`config.mk`:
```
export PLATFORM = sky130hd
export DESIGN_NAME = spmv_csr_sched
export DESIGN_NICKNAME = d
export VERILOG_FILES = /design/src/rtl/spmv_csr_sched.sv
export SDC_FILE = /design/constraint.sdc
export NUM_CORES = 1
export LEC_CHECK = 0
export ABC_AREA = 0
export CAP_MARGIN = 20
export CORE_AREA = 2 2 106 108
export DETAILED_ROUTE_END_ITERATION = 8
export DIE_AREA = 0 0 108 110
export PLACE_DENSITY = 0.77
export SYNTH_ARGS = -nofsm -noshare
export SYNTH_HDL_FRONTEND = slang
export SYNTH_SLANG_ARGS = --single-unit
```
`constraint.sdc`:
```
create_clock -name i_clk -period 6.6 [get_ports i_clk]
set_input_delay 1.32 -clock i_clk [delete_from_list [all_inputs] [get_ports i_clk]]
set_output_delay 1.32 -clock i_clk [all_outputs]
set_load 0.02 [all_outputs]
```
`src/rtl/spmv_csr_sched.sv`:
```
// CSR sparse matrix-vector scheduler: walks row pointers, streams nonzeros into an fp16 multiplier with row tags.
// Optional SPMV_SCHED_PERF_EN adds busy-cycle and nonzero-beat performance counters.
module spmv_csr_sched #(
  parameter int ROW_AW  = 4,
  parameter int NNZ_AW  = 8,
  parameter int COL_AW  = 6,
  parameter int MUL_LAT = 2
) (
  input  logic              i_clk,
  input  logic              i_rstn,
  input  logic              i_start,
  input  logic [ROW_AW:0]   i_num_rows,
  output logic [ROW_AW:0]   o_rp_addr,
  input  logic [NNZ_AW:0]   i_rp_data,
  output logic [NNZ_AW-1:0] o_nz_addr,
  output logic              o_nz_rd,
  input  logic [15:0]       i_nz_val,
  input  logic [COL_AW-1:0] i_nz_col,
  output logic [COL_AW-1:0] o_vec_addr,
  input  logic [15:0]       i_vec,
  output logic              o_mul_vld,
  output logic [15:0]       o_mul_a,
  output logic [15:0]       o_mul_b,
  output logic              o_acc_vld,
  output logic              o_acc_last,
  output logic [ROW_AW-1:0] o_acc_row,
  output logic              o_busy,
  output logic              o_done
`ifdef SPMV_SCHED_PERF_EN
  ,
  output logic [31:0]       o_perf_cycles,
  output logic [NNZ_AW:0]   o_perf_nnz
`endif
);

  typedef enum logic [2:0] {S_IDLE, S_INIT, S_LD_PTR, S_WT_PTR, S_STREAM, S_DRAIN, S_DONE} state_t;

  localparam logic [NNZ_AW:0] PTR_ONE = 1;
  localparam logic [ROW_AW:0] ROW_ONE = 1;

  state_t            state;
  logic [ROW_AW:0]   num_rows, row, row_nx;
  logic [NNZ_AW:0]   cur_ptr, end_ptr;
  logic              first_ptr;
  logic              empty_row, accept, pending;
  logic              s0_vld, s0_last, s0_inj;
  logic              s1_vld, s1_last, s1_inj;
  logic              s2_vld, s2_last, s2_inj;
  logic [ROW_AW-1:0] s1_tag, s2_tag, mul_tag;
  logic [15:0]       s2_val;
  logic              mul_last;
  logic [MUL_LAT-1:0] acc_vld_sh, acc_last_sh;
  logic [ROW_AW-1:0] acc_tag_sh [MUL_LAT];

  // Unsigned compare so a decreasing row pointer also counts as an empty row.
  assign empty_row = (i_rp_data <= cur_ptr);
  assign row_nx    = row + ROW_ONE;
  assign accept    = (state == S_IDLE) && i_start && !o_done;
  assign pending   = s1_vld | s2_vld | o_mul_vld | (|acc_vld_sh);

  always_comb begin
    s0_vld  = 1'b0;
    s0_last = 1'b0;
    s0_inj  = 1'b0;
    if (state == S_WT_PTR && empty_row) begin
      s0_vld  = 1'b1;
      s0_last = 1'b1;
      s0_inj  = 1'b1;
    end else if (o_nz_rd) begin
      s0_vld  = 1'b1;
      s0_last = (cur_ptr == end_ptr - PTR_ONE);
    end
  end

  assign o_nz_addr  = cur_ptr[NNZ_AW-1:0];
  assign o_vec_addr = (s1_vld && !s1_inj) ? i_nz_col : '0;
  assign o_acc_vld  = acc_vld_sh[MUL_LAT-1];
  assign o_acc_last = acc_last_sh[MUL_LAT-1];
  assign o_acc_row  = acc_tag_sh[MUL_LAT-1];

  always_ff @(posedge i_clk or negedge i_rstn) begin
    if (!i_rstn) begin
      state     <= S_IDLE;
      num_rows  <= '0;
      row       <= '0;
      cur_ptr   <= '0;
      end_ptr   <= '0;
      first_ptr <= 1'b0;
      o_rp_addr <= '0;
      o_nz_rd   <= 1'b0;
      o_busy    <= 1'b0;
      o_done    <= 1'b0;
    end else begin
      o_done <= 1'b0;
      case (state)
        S_IDLE: if (accept) begin
          num_rows  <= i_num_rows;
          row       <= '0;
          o_busy    <= 1'b1;
          o_rp_addr <= '0;
          state     <= (i_num_rows == '0) ? S_DONE : S_INIT;
        end
        S_INIT: begin
          first_ptr <= 1'b1;
          o_rp_addr <= row_nx;
          state     <= S_LD_PTR;
        end
        S_LD_PTR: begin
          // Only the first row needs rowptr[0]; later rows inherit the previous end pointer.
          if (first_ptr) cur_ptr <= i_rp_data;
          first_ptr <= 1'b0;
          state     <= S_WT_PTR;
        end
        S_WT_PTR: begin
          end_ptr <= i_rp_data;
          if (!empty_row) begin
            o_nz_rd <= 1'b1;
            state   <= S_STREAM;
          end else begin
            cur_ptr <= i_rp_data;
            row     <= row_nx;
            if (row_nx == num_rows) state <= S_DRAIN;
            else begin
              o_rp_addr <= row_nx + ROW_ONE;
              state     <= S_LD_PTR;
            end
          end
        end
        S_STREAM: begin
          cur_ptr <= cur_ptr + PTR_ONE;
          if (s0_last) begin
            o_nz_rd <= 1'b0;
            row     <= row_nx;
            if (row_nx == num_rows) state <= S_DRAIN;
            else begin
              o_rp_addr <= row_nx + ROW_ONE;
              state     <= S_LD_PTR;
            end
          end
        end
        S_DRAIN: if (!pending) state <= S_DONE;
        S_DONE: begin
          o_done <= 1'b1;
          o_busy <= 1'b0;
          state  <= S_IDLE;
        end
        default: state <= S_IDLE;
      endcase
    end
  end

  always_ff @(posedge i_clk or negedge i_rstn) begin
    if (!i_rstn) begin
      {s1_vld, s1_last, s1_inj, s1_tag} <= '0;
      {s2_vld, s2_last, s2_inj, s2_tag, s2_val} <= '0;
      {o_mul_vld, o_mul_a, o_mul_b, mul_last, mul_tag} <= '0;
      acc_vld_sh  <= '0;
      acc_last_sh <= '0;
      for (int k = 0; k < MUL_LAT; k++) acc_tag_sh[k] <= '0;
    end else begin
      s1_vld  <= s0_vld;
      s1_last <= s0_last;
      s1_inj  <= s0_inj;
      s1_tag  <= row[ROW_AW-1:0];
      s2_vld  <= s1_vld;
      s2_last <= s1_last;
      s2_inj  <= s1_inj;
      s2_tag  <= s1_tag;
      s2_val  <= (s1_vld && !s1_inj) ? i_nz_val : 16'h0000;
      o_mul_vld <= s2_vld;
      o_mul_a   <= (s2_vld && !s2_inj) ? i_vec : 16'h0000;
      o_mul_b   <= s2_val;
      mul_last  <= s2_last;
      mul_tag   <= s2_tag;
      // Tag delay line matching the external multiplier latency.
      acc_vld_sh[0]  <= o_mul_vld;
      acc_last_sh[0] <= mul_last;
      acc_tag_sh[0]  <= mul_tag;
      for (int k = 1; k < MUL_LAT; k++) begin
        acc_vld_sh[k]  <= acc_vld_sh[k-1];
        acc_last_sh[k] <= acc_last_sh[k-1];
        acc_tag_sh[k]  <= acc_tag_sh[k-1];
      end
    end
  end

`ifdef SPMV_SCHED_PERF_EN
  always_ff @(posedge i_clk or negedge i_rstn) begin
    if (!i_rstn) begin
      o_perf_cycles <= '0;
      o_perf_nnz    <= '0;
    end else if (accept) begin
      o_perf_cycles <= '0;
      o_perf_nnz    <= '0;
    end else begin
      if (o_busy)  o_perf_cycles <= o_perf_cycles + 32'd1;
      if (o_nz_rd) o_perf_nnz    <= o_perf_nnz + PTR_ONE;
    end
  end
`endif

endmodule

```
==> results of run 1 <==
[state kept, by name, summed over array words and instances (netlist names), 2 cells and up]
register     cells
o_rp_addr        5
s2_tag           4
cur_ptr          9
s2_val          16
num_rows         5
acc_tag_sh       4
row              5
mul_tag          4
acc_last_sh      2
o_acc_row        4
end_ptr          9
acc_vld_sh       2
state            3
o_mul_a         16
s1_tag           4
o_mul_b         16
[metrics by stage]
stage | instance area, um^2 | util, % | setup WS (ps) | hold slack, ps
6_report | 6970 | 65.1 | 2760 | 346
3_3_place_gp | 6400 | 59.8 | 2420 | 331
5_1_grt | 6970 | 65.1 | 2550 | 352
4_1_cts | 6970 | 65.1 | 2760 | 347
2_1_floorplan | 5210 | - | 3250 | 331
3_5_place_dp | 6400 | 59.8 | 2310 | 335
[worst max-delay path by stage]
stage                      start            end  slack [ps]  cells after the start
floorplan           i_rp_data[8]     cur_ptr[8]        3250                      9
global placement    i_rp_data[8]     cur_ptr[0]        2420                      9
detailed placement  i_rp_data[6]     cur_ptr[0]        2310                      9
CTS                  i_nz_col[5]  o_vec_addr[5]        2760                      3
global route        i_rp_data[6]     cur_ptr[2]        2550                      9
finish               i_nz_col[5]  o_vec_addr[5]        2760                      3
[layout make-up]
cell class                 instances  area [um^2]
multi-input combinational        283         1980
inverter                          18         67.6
tap                              140          175
sequential                       120         3000
timing repair buffer             118         1170
fill                             844         3730
clock inverter                    15          158
clock buffer                      17          414
[synthesized netlist by cell type (2+ instances only)]
cell                        instances
sky130_fd_sc_hd__dfrtp_1          120
sky130_fd_sc_hd__buf_4             12
sky130_fd_sc_hd__a211o_1            2
sky130_fd_sc_hd__nor3b_1            4
sky130_fd_sc_hd__mux2i_1            2
sky130_fd_sc_hd__nand2_1           26
sky130_fd_sc_hd__or4_1              2
sky130_fd_sc_hd__o22ai_1           11
sky130_fd_sc_hd__nor3_1             7
sky130_fd_sc_hd__or2_2              3
sky130_fd_sc_hd__ha_1              14
sky130_fd_sc_hd__nor2_1            23
sky130_fd_sc_hd__inv_1             17
sky130_fd_sc_hd__nor4_1             2
sky130_fd_sc_hd__xor2_1             7
sky130_fd_sc_hd__buf_2              3
sky130_fd_sc_hd__o21ai_0           13
sky130_fd_sc_hd__and2_1            38
sky130_fd_sc_hd__o21ai_1            7
sky130_fd_sc_hd__o311ai_0           2
sky130_fd_sc_hd__mux2_2            13
sky130_fd_sc_hd__a21oi_1           21
sky130_fd_sc_hd__nand3_1           12
sky130_fd_sc_hd__clkbuf_1          14
sky130_fd_sc_hd__o2111ai_1          2
sky130_fd_sc_hd__a31oi_1            3
sky130_fd_sc_hd__or3_1              3
sky130_fd_sc_hd__nor2b_1            6
sky130_fd_sc_hd__nand3b_1           3
sky130_fd_sc_hd__a22oi_1            4
sky130_fd_sc_hd__mux2_4             4
sky130_fd_sc_hd__xnor2_1            9
sky130_fd_sc_hd__o211ai_1           3
sky130_fd_sc_hd__nand2b_1           5
sky130_fd_sc_hd__nand4_1            3
[power groups by stage]
stage,logic (W),clock network (W),registers [W]
global placement,0.00133,0,0.00122
CTS,0.00138,0.000895,0.00122
finish,0.00137,0.000877,0.00122
floorplan,0.000867,0,0.00125
global route,0.00151,0.000938,0.00126
detailed placement,0.00136,0,0.00123
[cell families after synthesis]
logic type      share of synthesized area (%)
simple gates                             15.0
compound gates                           12.1
fa+ha+maj                                3.36
xor+xnor                                 3.00
buf+inv                                  4.39
flops                                    57.6
mux                                      4.56
[critical path, cell delays in order]
cell and delay, ps:
sky130_fd_sc_hd__clkdlybuf4s50_1 450, sky130_fd_sc_hd__and2_1 120, sky130_fd_sc_hd__clkdlybuf4s50_1 630
[routing by layer]
layer,vias up,global-route usage [%],share of wire (%)
met1,1830,26.9,43
met3,13,5.06,6.1
met2,131,34.4,50
met4,0,7.42,1.0
met5,-,0,0
li1,1784,-,-
==> results by stage, run 1 <==
Final layout:
- For this run, the post-layout net count is around 630.
- The finished layout holds a little over 700 standard cells, fillers aside.
- The repair_antennas step left the layout with diodes totalling 0.
- Leaving out fill and tap cells, the most frequent cell in the layout is sky130_fd_sc_hd__dfrtp_1.
- The library cells used most frequently in the layout, excluding fill and tap cells, are 120 x sky130_fd_sc_hd__dfrtp_1, 114 x sky130_fd_sc_hd__clkdlybuf4s50_1, 38 x sky130_fd_sc_hd__and2_1.
- The proportion of layout cells with a drive suffix above 1 is a little under an eighth.
- The relative area change from synthesis to final layout is 33.7%.

Worst setup path:
- Data on the critical path arrives at its endpoint at 2520 ps.
- The highest fanout seen on the critical path is 1.
- The worst setup path is launched from an input pin.
- The worst path required time is roughly 5300 ps.
- The startpoint of the worst register-to-register path is cur_ptr[6].
- The critical path is of the in2out type.
- The end of the worst register-to-register path is cur_ptr[0].
- The slack of the worst reg-to-reg path is between 3000 and 4000 ps.
- The endpoint kind of the worst setup timing path is a primary output.
- The number of cells on the worst reg-to-reg path is 9.

Hold path:
- Along the worst hold path, the cell count comes to 0.
- The class of the worst hold path is reg2reg.
- The path with the worst hold slack has its endpoint at o_mul_b[12].
- In this run the most critical hold path is launched from s2_val[12].

Power:
- The leakage power is between 3 and 4 nW.
- The post-layout total power is about 0.0035 W.
- The switching share of power is 38.2%.
- The largest vdd supply drop is ~0.00028 V.
- In this run, flip-flops and latches consume 35.2% of the power.
- The combinational cell fraction of total power is a little under 40%.
- The power density over the cells is approximately 500 nW/um^2.
- The internal power of the cells is approximately 0.0021 W.
- The clock power share is 25.3%.
- The net load switching power is ~0.0013 W.

Logic synthesis:
- In this run, synthesis produced a sequential element count of 120.
- The synthesized netlist net count is 520.
- Counting flops with a built-in enable in the synthesized netlist gives 0.
- The area share of the largest cell type after synthesis is between 50% and 60%.
- Summed over all instances, the cell type with the most area after synthesis is sky130_fd_sc_hd__dfrtp_1.
- After synthesis the cells add up to approximately 5200 um^2.
- The Yosys step of the flow raised 0 warnings.
- The sequential element share of the synthesized area is between 50% and 60%.
- Synthesis produced about 450 cells.
- Counting distinct cell types in the post-synthesis netlist gives between 60 and 70.
- Counting flops with an async set or reset pin after synthesis yields a share of 100%.
- The most used flip-flop cell after synthesis is sky130_fd_sc_hd__dfrtp_1.
- After synthesis, the cell types taking the most area are sky130_fd_sc_hd__dfrtp_1 58%, sky130_fd_sc_hd__and2_1 4.6%, sky130_fd_sc_hd__ha_1 3.4%.
- Dividing the synthesized area by the synthesized cell count gives about 12 um^2.

Global routing:
- The global-route wire length before repair is about 19 mm.
- The largest net degree at the start of global routing is between 60 and 70.
- The initial antenna violation count came to 0.
- The aggregate global-route resource usage is roughly a fifth.
- The via count of the first global-routing pass is roughly 3800.
- For this run the aggregate overflow at the end of global routing stands at 0.

Timing:
- The final-report setup violation count is 0.
- The count of endpoints failing hold in the final timing report is 0.
- After routing, the total negative slack on setup checks comes to 0 ps.
- The worst relative slew slack is between 40% and 50%.
- On the final layout, the worst clock skew is ~4.7 ps.
- The worst path in the final design needs a cycle of roughly 3800 ps, including I/O delays and setup.
- The measured slew at the worst slew-check pin is around 850 ps.
- Timing would allow up to 261 MHz.
- Setup repair after global routing left no endpoint under its margin.
- The total count of max-transition violations in the final report is 0.
- The fraction of the cycle the final worst path needs is between 50% and 60%.

Placed design:
- The congestion estimate from routability-driven global placement came to roughly 0.9.
- During placement, the flow inserted port buffers numbering roughly 120.
- Summed over all nets, the half-perimeter wirelength after detailed placement is 8.10 mm.
- The number of placed instances, taps included, is around 680.

Clock tree:
- The number of clock buffers added by TritonCTS is 17.
- Post-CTS timing repair inserted 0 buffers for setup.
- After clock tree synthesis, the repair step resized 0 gates.
- The clock net sink count is 120.
- The number of hold buffers added after CTS was 0.
- The clock latency of the later-clocked register in the worst-skew pair is 510 ps.
- The count of H-tree levels built during CTS is 4.
- The clock root buffer is sky130_fd_sc_hd__clkbuf_8.
- After clock tree synthesis, the clock-pin slew on the worst setup and hold paths is about 60 ps.
- The clock tree from TritonCTS is done.
- The longest clock path from root to sink contains 2 buffers.

Floorplan:
- In this run the count of I/O pins placed on the die edge is approximately 120.
- In this run the horizontal extent of the chip is between 100 and 150 um.
- Once the floorplan was initialized, standard cells occupied about 50% of the core.
- Row generation in the floorplan step produced 38 rows.
- The core region is roughly 11000 um^2.
- In this run the vertical extent of the chip is 110 um.
- The die covers about 12000 um^2.

Drt:
- The number of detailed-routing iterations run before antenna repair is 5.
- After detailed routing, the number of vias per cell comes to 5.29.
- The aggregate routed wire length is around 11 mm.
- In the routed design, unresolved DRC markers number 0.
- The detailed router placed between 3000 and 4000 vias in this run.
- The violation count after the first detailed-routing iteration is between 200 and 300.
- After detailed routing, the average wire length per cell comes to ~16 um.
- The detail route stage leaves a number of antenna-violating nets equal to 0.

Status:
- The run finished with clean final reports.

Flow run:
- Max-cap violations in this run came to 0.
Note: power is estimated with default switching activity, not from simulation.
==> run 2: changes to the inputs <==
--- a/config.mk
+++ b/config.mk
@@ -7,10 +7,10 @@
 export LEC_CHECK = 0
 export ABC_AREA = 0
 export CAP_MARGIN = 20
-export CORE_AREA = 2 2 106 108
+export CORE_AREA = 2 2 110 112
 export DETAILED_ROUTE_END_ITERATION = 8
-export DIE_AREA = 0 0 108 110
-export PLACE_DENSITY = 0.77
+export DIE_AREA = 0 0 112 114
+export PLACE_DENSITY = 0.75
 export SYNTH_ARGS = -nofsm -noshare
 export SYNTH_HDL_FRONTEND = slang
 export SYNTH_SLANG_ARGS = --single-unit
==> constraint.sdc (replaced) <==
create_clock -name i_clk -period 3.15 [get_ports i_clk]
set_input_delay 0.63 -clock i_clk [delete_from_list [all_inputs] [get_ports i_clk]]
set_output_delay 0.63 -clock i_clk [all_outputs]
set_load 0.02 [all_outputs]
==> run 2 against run 1 <==
Effect of this change: clock skew rose by 5.8 ps; die area is 7.5% higher; combinational power up 120%; routed wire length is 6.6% higher; cell area grew 2.5%; clock-buffer cell count is the same; setup slack lost 2400 ps; highest routed layer unchanged.
==> results by stage, run 2 (synthesis gave the netlist of run 1 again) <==
Drt:
- The detailed-route DRC error count was 0 (unchanged).
- The violation count after the first detailed-routing iteration is 290 (+16%).
- The via-per-instance ratio came to 5.28 (about the same).
- The residual antenna-violating net count after detailed routing was 0 (unchanged).
- The number of detailed-routing iterations run before antenna repair came to 4 (-1).
- The aggregate routed wire length is 12.1 mm (+6.6%).
- The via count of the routed design is 3887 (+3.4%).
- The detailed-route wire length per cell came to 16.5 um (+2.9%).

Floorplan:
- The area of the placeable core is 11700 um^2 (+9.5%).
- The number of placement rows is 40 (+5.3%).
- The overall die area is 12800 um^2 (+7.5%).
- The die boundary height is 114 um (+3.6%).
- The horizontal die dimension is 112 um (+3.7%).
- The I/O pin count came to 116 (unchanged).
- The initial standard-cell utilization of the core was 44.5% (-4.2 points).

Final layout:
- Leaving out fill and tap cells, the most frequent cell in the layout is sky130_fd_sc_hd__dfrtp_1.
- The library cells used most frequently in the layout, excluding fill and tap cells, are 120 x sky130_fd_sc_hd__dfrtp_1, 114 x sky130_fd_sc_hd__clkdlybuf4s50_1, 38 x sky130_fd_sc_hd__and2_1.
- The proportion of layout cells with a drive suffix above 1 is 14.4% (+2.7 points).
- The largest registers in the layout are o_mul_a: 16 flops, o_mul_b: 16 flops, s2_val: 16 flops.
- The count of antenna diodes in the layout is 0 (unchanged).
- The number of nets in the finished design is 645 (+2.9%).
- The number of filler instances in the final layout was 926 (+9.7%).
- The relative area change from synthesis to final layout is 37.1%.
- The final instance count without filler cells is 736 (+3.5%).
- The final non-filler cell area is 7140 um^2 (+2.5%).

Timing:
- The worst relative slew slack is 39.9% (-2.9 points).
- The final sum of negative setup slack is 0 ps (unchanged).
- The maximum clock frequency is 353 MHz.
- The total count of max-transition violations in the final report is 0 (unchanged).
- The measured slew at the worst slew-check pin is 899 ps (+45.0 ps).
- Setup repair after global routing left no endpoint under its margin.
- The clock tree skew after final layout is 10.5 ps (+5.75 ps).
- The count of endpoints failing hold in the final timing report is 0 (unchanged).
- The final-report setup violation count is 0 (unchanged).
- The final critical-path required period is roughly 2800 ps.
- The fraction of the cycle the final worst path needs is about nine tenths.
- The worst-case hold slack is 279 ps (-67.1 ps).

Global routing:
- The global-route wire length before repair is 19.6 mm (+3.7%).
- The total overflow reported by the global router came to 0 (unchanged).
- The aggregate global-route resource usage is 19.8% (-1.0 points).
- The initial antenna violation count is 0 (unchanged).
- The via count of the first global-routing pass was 3861 (+2.8%).
- The largest net degree at the start of global routing is 59 (-13%).

Placed design:
- The half-perimeter wire length after placement is 8.67 mm (+7.0%).
- The cell area after placement was 6540 um^2 (+2.2%).
- The global placement routability congestion is 0.919 (-0.87%).
- The number of I/O port buffers is 115 (unchanged).
- The placed cell count came to 704 (+3.7%).

Clock tree:
- The clock latency of the later-clocked register in the worst-skew pair is 410 ps (-100 ps).
- The tree is rooted in a sky130_fd_sc_hd__clkbuf_16.
- The post-CTS setup buffer count is 0 (unchanged).
- The clock slew at the register clock pins of the worst setup and hold paths came to 60 ps (about the same).
- The count of H-tree levels built during CTS is 4 (unchanged).
- The number of buffers created by CTS came to 17 (unchanged).
- The number of buffers between clock root and the deepest sink is 2 (unchanged).
- The clock net sink count was 120 (unchanged).
- The number of gates resized after cts was 0 (unchanged).
- The number of hold buffers added after cts was 0 (unchanged).
- TritonCTS built the clock tree.

Worst setup path:
- The critical path arrival is 3130 ps (+610 ps).
- The start-to-end type of the worst setup path is reg2reg.
- Traced cell by cell, the critical path runs through inv_1 > ha_1 > nor3b_2 > nand2_1 > o311ai_0 > o211ai_1 > o21ai_2 > nand3_1 > mux2_1.
- The maximum single-stage delay on the critical path was 440 ps (-190 ps).
- The worst path required time is 3450 ps (-1830 ps).
- The slowest stage of the critical path is the sky130_fd_sc_hd__dfrtp_1 cell.
- STA classifies the critical path endpoint as a flip-flop.
- The sort of element at the start of the critical path is a flip-flop.
- The highest fanout seen on the critical path is 7 (+6).

Power:
- The leakage power is 3.19 nW (+3.1%).
- The largest vdd supply drop is 0.000586 V (+110%).
- The power density over the cells is 1050 nW/um^2 (+110%).
- The post-layout total power is 0.00753 W (+120%).

Flow run:
- The number of maximum-capacitance violations is 0 (unchanged).

Hold path:
- The class of the worst hold path is in2async.

Status:
- The run finished with clean final reports.
==> run 2: cell type report <==
type	count	area (um^2)	area share, %
clock buffers	17	425	5.95
inverters	18	67.6	0.946
repair buffers	136	1310	18.3
flip-flops and latches	120	3000	42.0
clock inverters	15	179	2.50
well taps	147	184	2.57
multi-input cells	283	1980	27.7
==> run 2: path summary, 6_finish.rpt <==
path / start / to / slack (ps) / cells after the start
worst max-delay path: end_ptr[0] / row[1] / 320 / 9
worst min-delay path: i_rstn / s2_val[1] / 280 / 1
worst max register to register: end_ptr[0] / row[1] / 320 / 9
worst min register to register: s2_val[6] / o_mul_b[6] / 340 / 0
max in group asynchronous: i_rstn / first_ptr / 2030 / 2
min in group i_clk: s2_val[6] / o_mul_b[6] / 340 / 0
==> run 2: routing by layer <==
layer | wire length [um] | vias to the layer above | global-route usage, %
met5 | 0 | - | 0
met4 | 93 | 0 | 6.26
met3 | 1010 | 11 | 6.80
met2 | 5720 | 177 | 32.1
met1 | 5300 | 1880 | 25.3
li1 | - | 1819 | -
==> run 2: critical path: cells and delay by family, from the launching register on <==
family,cells,cell delay (ps)
AOI/OAI and AO/OA,3,960
and+or+nand+nor,3,670
DFF,1,440
muxes,1,350
adders and majority gates,1,200
buffers and inverters,1,80
==> run 2: metrics by stage <==
step,setup slack [ps],util (%)
floorplan,494,-
global route,115,61.0
detailed placement,-66.9,55.8
global placement,-11.3,55.8
finish,321,61.0
CTS,307,61.0
==> run 2: power by group <==
group	switching [W]	internal, W	total (W)
sequential	0.000441	0.00208	0.00252
combinational	0.00161	0.00143	0.00304
clock	0.000770	0.00120	0.00197
==> run 3: changes to the inputs <==
--- a/config.mk
+++ b/config.mk
@@ -10,7 +10,7 @@
 export CORE_AREA = 2 2 110 112
 export DETAILED_ROUTE_END_ITERATION = 8
 export DIE_AREA = 0 0 112 114
-export PLACE_DENSITY = 0.75
+export PLACE_DENSITY = 0.86
 export SYNTH_ARGS = -nofsm -noshare
 export SYNTH_HDL_FRONTEND = slang
 export SYNTH_SLANG_ARGS = --single-unit
==> run 3 against run 2 <==
Effect of this change: via count up 0.41%; clock-buffer cell count rose by 2; setup slack worse by 30 ps; combinational power increased by 3%; total power grew 0.30%; sequential share of layout area down 0.20 points; critical path type unchanged; largest cell class unchanged.
==> results by stage, run 3 (synthesis gave the netlist of run 1 again) <==
Floorplan:
- The overall die area is 12800 um^2 (unchanged).
- The I/O pin count is 116 (unchanged).
- The horizontal die dimension was 112 um (unchanged).
- The number of placement rows is 40 (unchanged).
- The die boundary height came to 114 um (unchanged).
- The initial standard-cell utilization of the core is 44.5% (unchanged).
- The area of the placeable core is 11700 um^2 (unchanged).

Clock tree:
- The number of hold buffers added after cts came to 0 (unchanged).
- The post-CTS setup buffer count is 0 (unchanged).
- The count of H-tree levels built during CTS is 4 (unchanged).
- The clock tree from TritonCTS is done.
- The clock latency of the later-clocked register in the worst-skew pair is 410 ps (about the same).
- The number of gates resized after cts came to 0 (unchanged).
- The clock net sink count is 120 (unchanged).
- The clock slew at the register clock pins of the worst setup and hold paths is 60 ps (about the same).
- The number of buffers created by CTS is 17 (unchanged).
- The clock root buffer is sky130_fd_sc_hd__clkbuf_16.
- The number of buffers between clock root and the deepest sink is 2 (unchanged).

Power:
- The switching share of power is 36.9% (-0.54 points).
- The leakage power was 3.20 nW (+0.39%).
- The net load switching power came to 0.00279 W (-1.1%).
- The largest vdd supply drop is 0.000689 V (+18%).
- The internal power of the cells is 0.00476 W (+1.2%).
- The clock power share is 25.3% (-0.8 points).
- The power density over the cells is 1050 nW/um^2 (-0.18%).
- The post-layout total power came to 0.00755 W (+0.30%).
- The register share of total power is 33.3% (-0.2 points).
- The combinational cell fraction of total power is 41.3% (+1.0 points).

Final layout:
- The number of nets in the finished design is 647 (+0.31%).
- The count of antenna diodes in the layout is 0 (unchanged).
- The total area of multi-input combinational cells came to 1980 um^2 (unchanged).
- The number of filler instances in the final layout was 908 (-1.9%).
- The area taken by flip-flops and latches is 3000 um^2 (unchanged).
- The largest registers in the layout are o_mul_a: 16 flops, o_mul_b: 16 flops, s2_val: 16 flops.
- The relative area change from synthesis to final layout is 37.7%.
- The proportion of layout cells with a drive suffix above 1 is 14.7% (+0.29 points).
- Leaving out fill and tap cells, the most frequent cells in the layout are 120 x sky130_fd_sc_hd__dfrtp_1, 114 x sky130_fd_sc_hd__clkdlybuf4s50_1, 38 x sky130_fd_sc_hd__and2_1.
- The library cell used most frequently in the layout, excluding fill and tap cells, is sky130_fd_sc_hd__dfrtp_1.

Global routing:
- The via count of the first global-routing pass is 4020 (+4.1%).
- The initial antenna violation count is 0 (unchanged).
- The total overflow reported by the global router came to 0 (unchanged).
- The aggregate global-route resource usage is 20.8% (+1.0 points).
- The global-route wire length before repair is 20.8 mm (+6.0%).
- The largest net degree at the start of global routing is 54 (-8.5%).

Drt:
- The residual antenna-violating net count after detailed routing is 0 (unchanged).
- The detailed-route wire length per cell is 17.1 um (+4.0%).
- The detailed-route DRC error count is 0 (unchanged).
- The via count of the routed design was 3903 (+0.41%).
- The number of detailed-routing iterations run before antenna repair was 4 (unchanged).
- The aggregate routed wire length is 12.7 mm (+4.3%).
- The violation count after the first detailed-routing iteration is 374 (+29%).
- The via-per-instance ratio was 5.29 (+0.14%).

Timing:
- The measured slew at the worst slew-check pin is 754 ps (-146 ps).
- The worst relative slew slack is 49.6% (+9.7 points).
- The total count of max-transition violations in the final report is 0 (unchanged).
- The final sum of negative setup slack is 0 ps (unchanged).
- The maximum clock frequency was 350 MHz (-1.1%).
- The final critical-path required period is 2860 ps (+30.0 ps).
- The final-report setup violation count was 0 (unchanged).
- The count of endpoints failing hold in the final timing report was 0 (unchanged).
- The clock tree skew after final layout is 8.27 ps (-2.21 ps).
- Setup repair after global routing left no endpoint under its margin.
- The fraction of the cycle the final worst path needs is 90.8% (+0.95 points).

Worst setup path:
- The start-to-end type of the worst setup path is reg2reg.
- The endpoint kind of the worst setup timing path is a flip-flop.
- The worst path required time is 3430 ps (-20 ps).
- The critical path arrival came to 3140 ps (about the same).
- STA classifies the critical path startpoint as a flip-flop.
- The highest fanout seen on the critical path came to 7 (unchanged).
- Among all stages on the critical path, the largest delay is contributed by sky130_fd_sc_hd__dfrtp_1.
- The maximum single-stage delay on the critical path is 450 ps (about the same).
- The signal on the critical path passes through inv_1 > ha_1 > nor3b_2 > nand2_1 > o311ai_0 > o211ai_1 > o21ai_2 > nand3_1 > mux2_1.

Flow run:
- The number of maximum-capacitance violations is 0 (unchanged).

Placed design:
- The global placement routability congestion came to 0.904 (-1.6%).
- The number of I/O port buffers is 115 (unchanged).
- The half-perimeter wire length after placement is 8.93 mm (+2.9%).

Hold path:
- The class of the worst hold path is in2async.

Status:
- The run finished with clean final reports.
## run 3: worst paths after layout
kind / slack (ps) / from / end / depth (start not counted)
setup / recovery: 290 / end_ptr[0] / row[1] / 9
hold / removal: 150 / i_rstn / s2_val[11] / 1
setup reg to reg: 290 / end_ptr[0] / row[1] / 9
hold reg to reg: 340 / s1_last / s2_last / 0
max in group asynchronous: 2130 / i_rstn / s1_tag[3] / 2
min in group i_clk: 340 / s1_last / s2_last / 0
## run 3: critical path: cells and delay by family (launching register included)
kind                     cells  cell delay [ps]
AO/OA/AOI/OAI                3              960
AND/OR/NAND/NOR              3              670
buffers and inverters        1               90
multiplexers                 1              370
adder cells (fa/ha/maj)      1              210
flip-flops                   1              450
## run 3: metal layers
layer | global-route usage (%) | wire [um] | vias to the layer above
met1 | 27.0 | 5590 | 1892
met4 | 6.02 | 120 | 0
met5 | 0 | 0 | -
met3 | 5.58 | 848 | 13
met2 | 34.6 | 6100 | 176
li1 | - | - | 1822
## run 3: through the flow
step / hold slack (ps) / instances / worst slack, ps / area, um^2 / util, %
final: 152 / 738 / 291 / 7180 / 61.3
after global routing: 169 / 738 / 141 / 7180 / 61.3
after CTS: 159 / 738 / 238 / 7180 / 61.3
after detailed placement: 335 / 706 / -77.3 / 6580 / 56.2
after global placement: 332 / 706 / -17.2 / 6580 / 56.2
after floorplan: 331 / 451 / 494 / 5210 / -
## run 3: final cells by class
class,count,area share (%)
clock inverters,13,2.02
inverters,18,0.941
repair buffers,138,18.8
flip-flops and latches,120,41.8
well taps,147,2.56
clock buffers,19,6.31
multi-input cells,283,27.6
## run 3: power groups by stage
| stage | clock network (W) | logic (W) | registers (W) |
|---|---|---|---|
| after floorplan | 0 | 0.00182 | 0.00262 |
| after global placement | 0 | 0.00299 | 0.00248 |
| after detailed placement | 0 | 0.00308 | 0.00252 |
| after CTS | 0.00194 | 0.00312 | 0.00252 |
| after global routing | 0.00202 | 0.00338 | 0.00259 |
| final | 0.00191 | 0.00312 | 0.00252 |
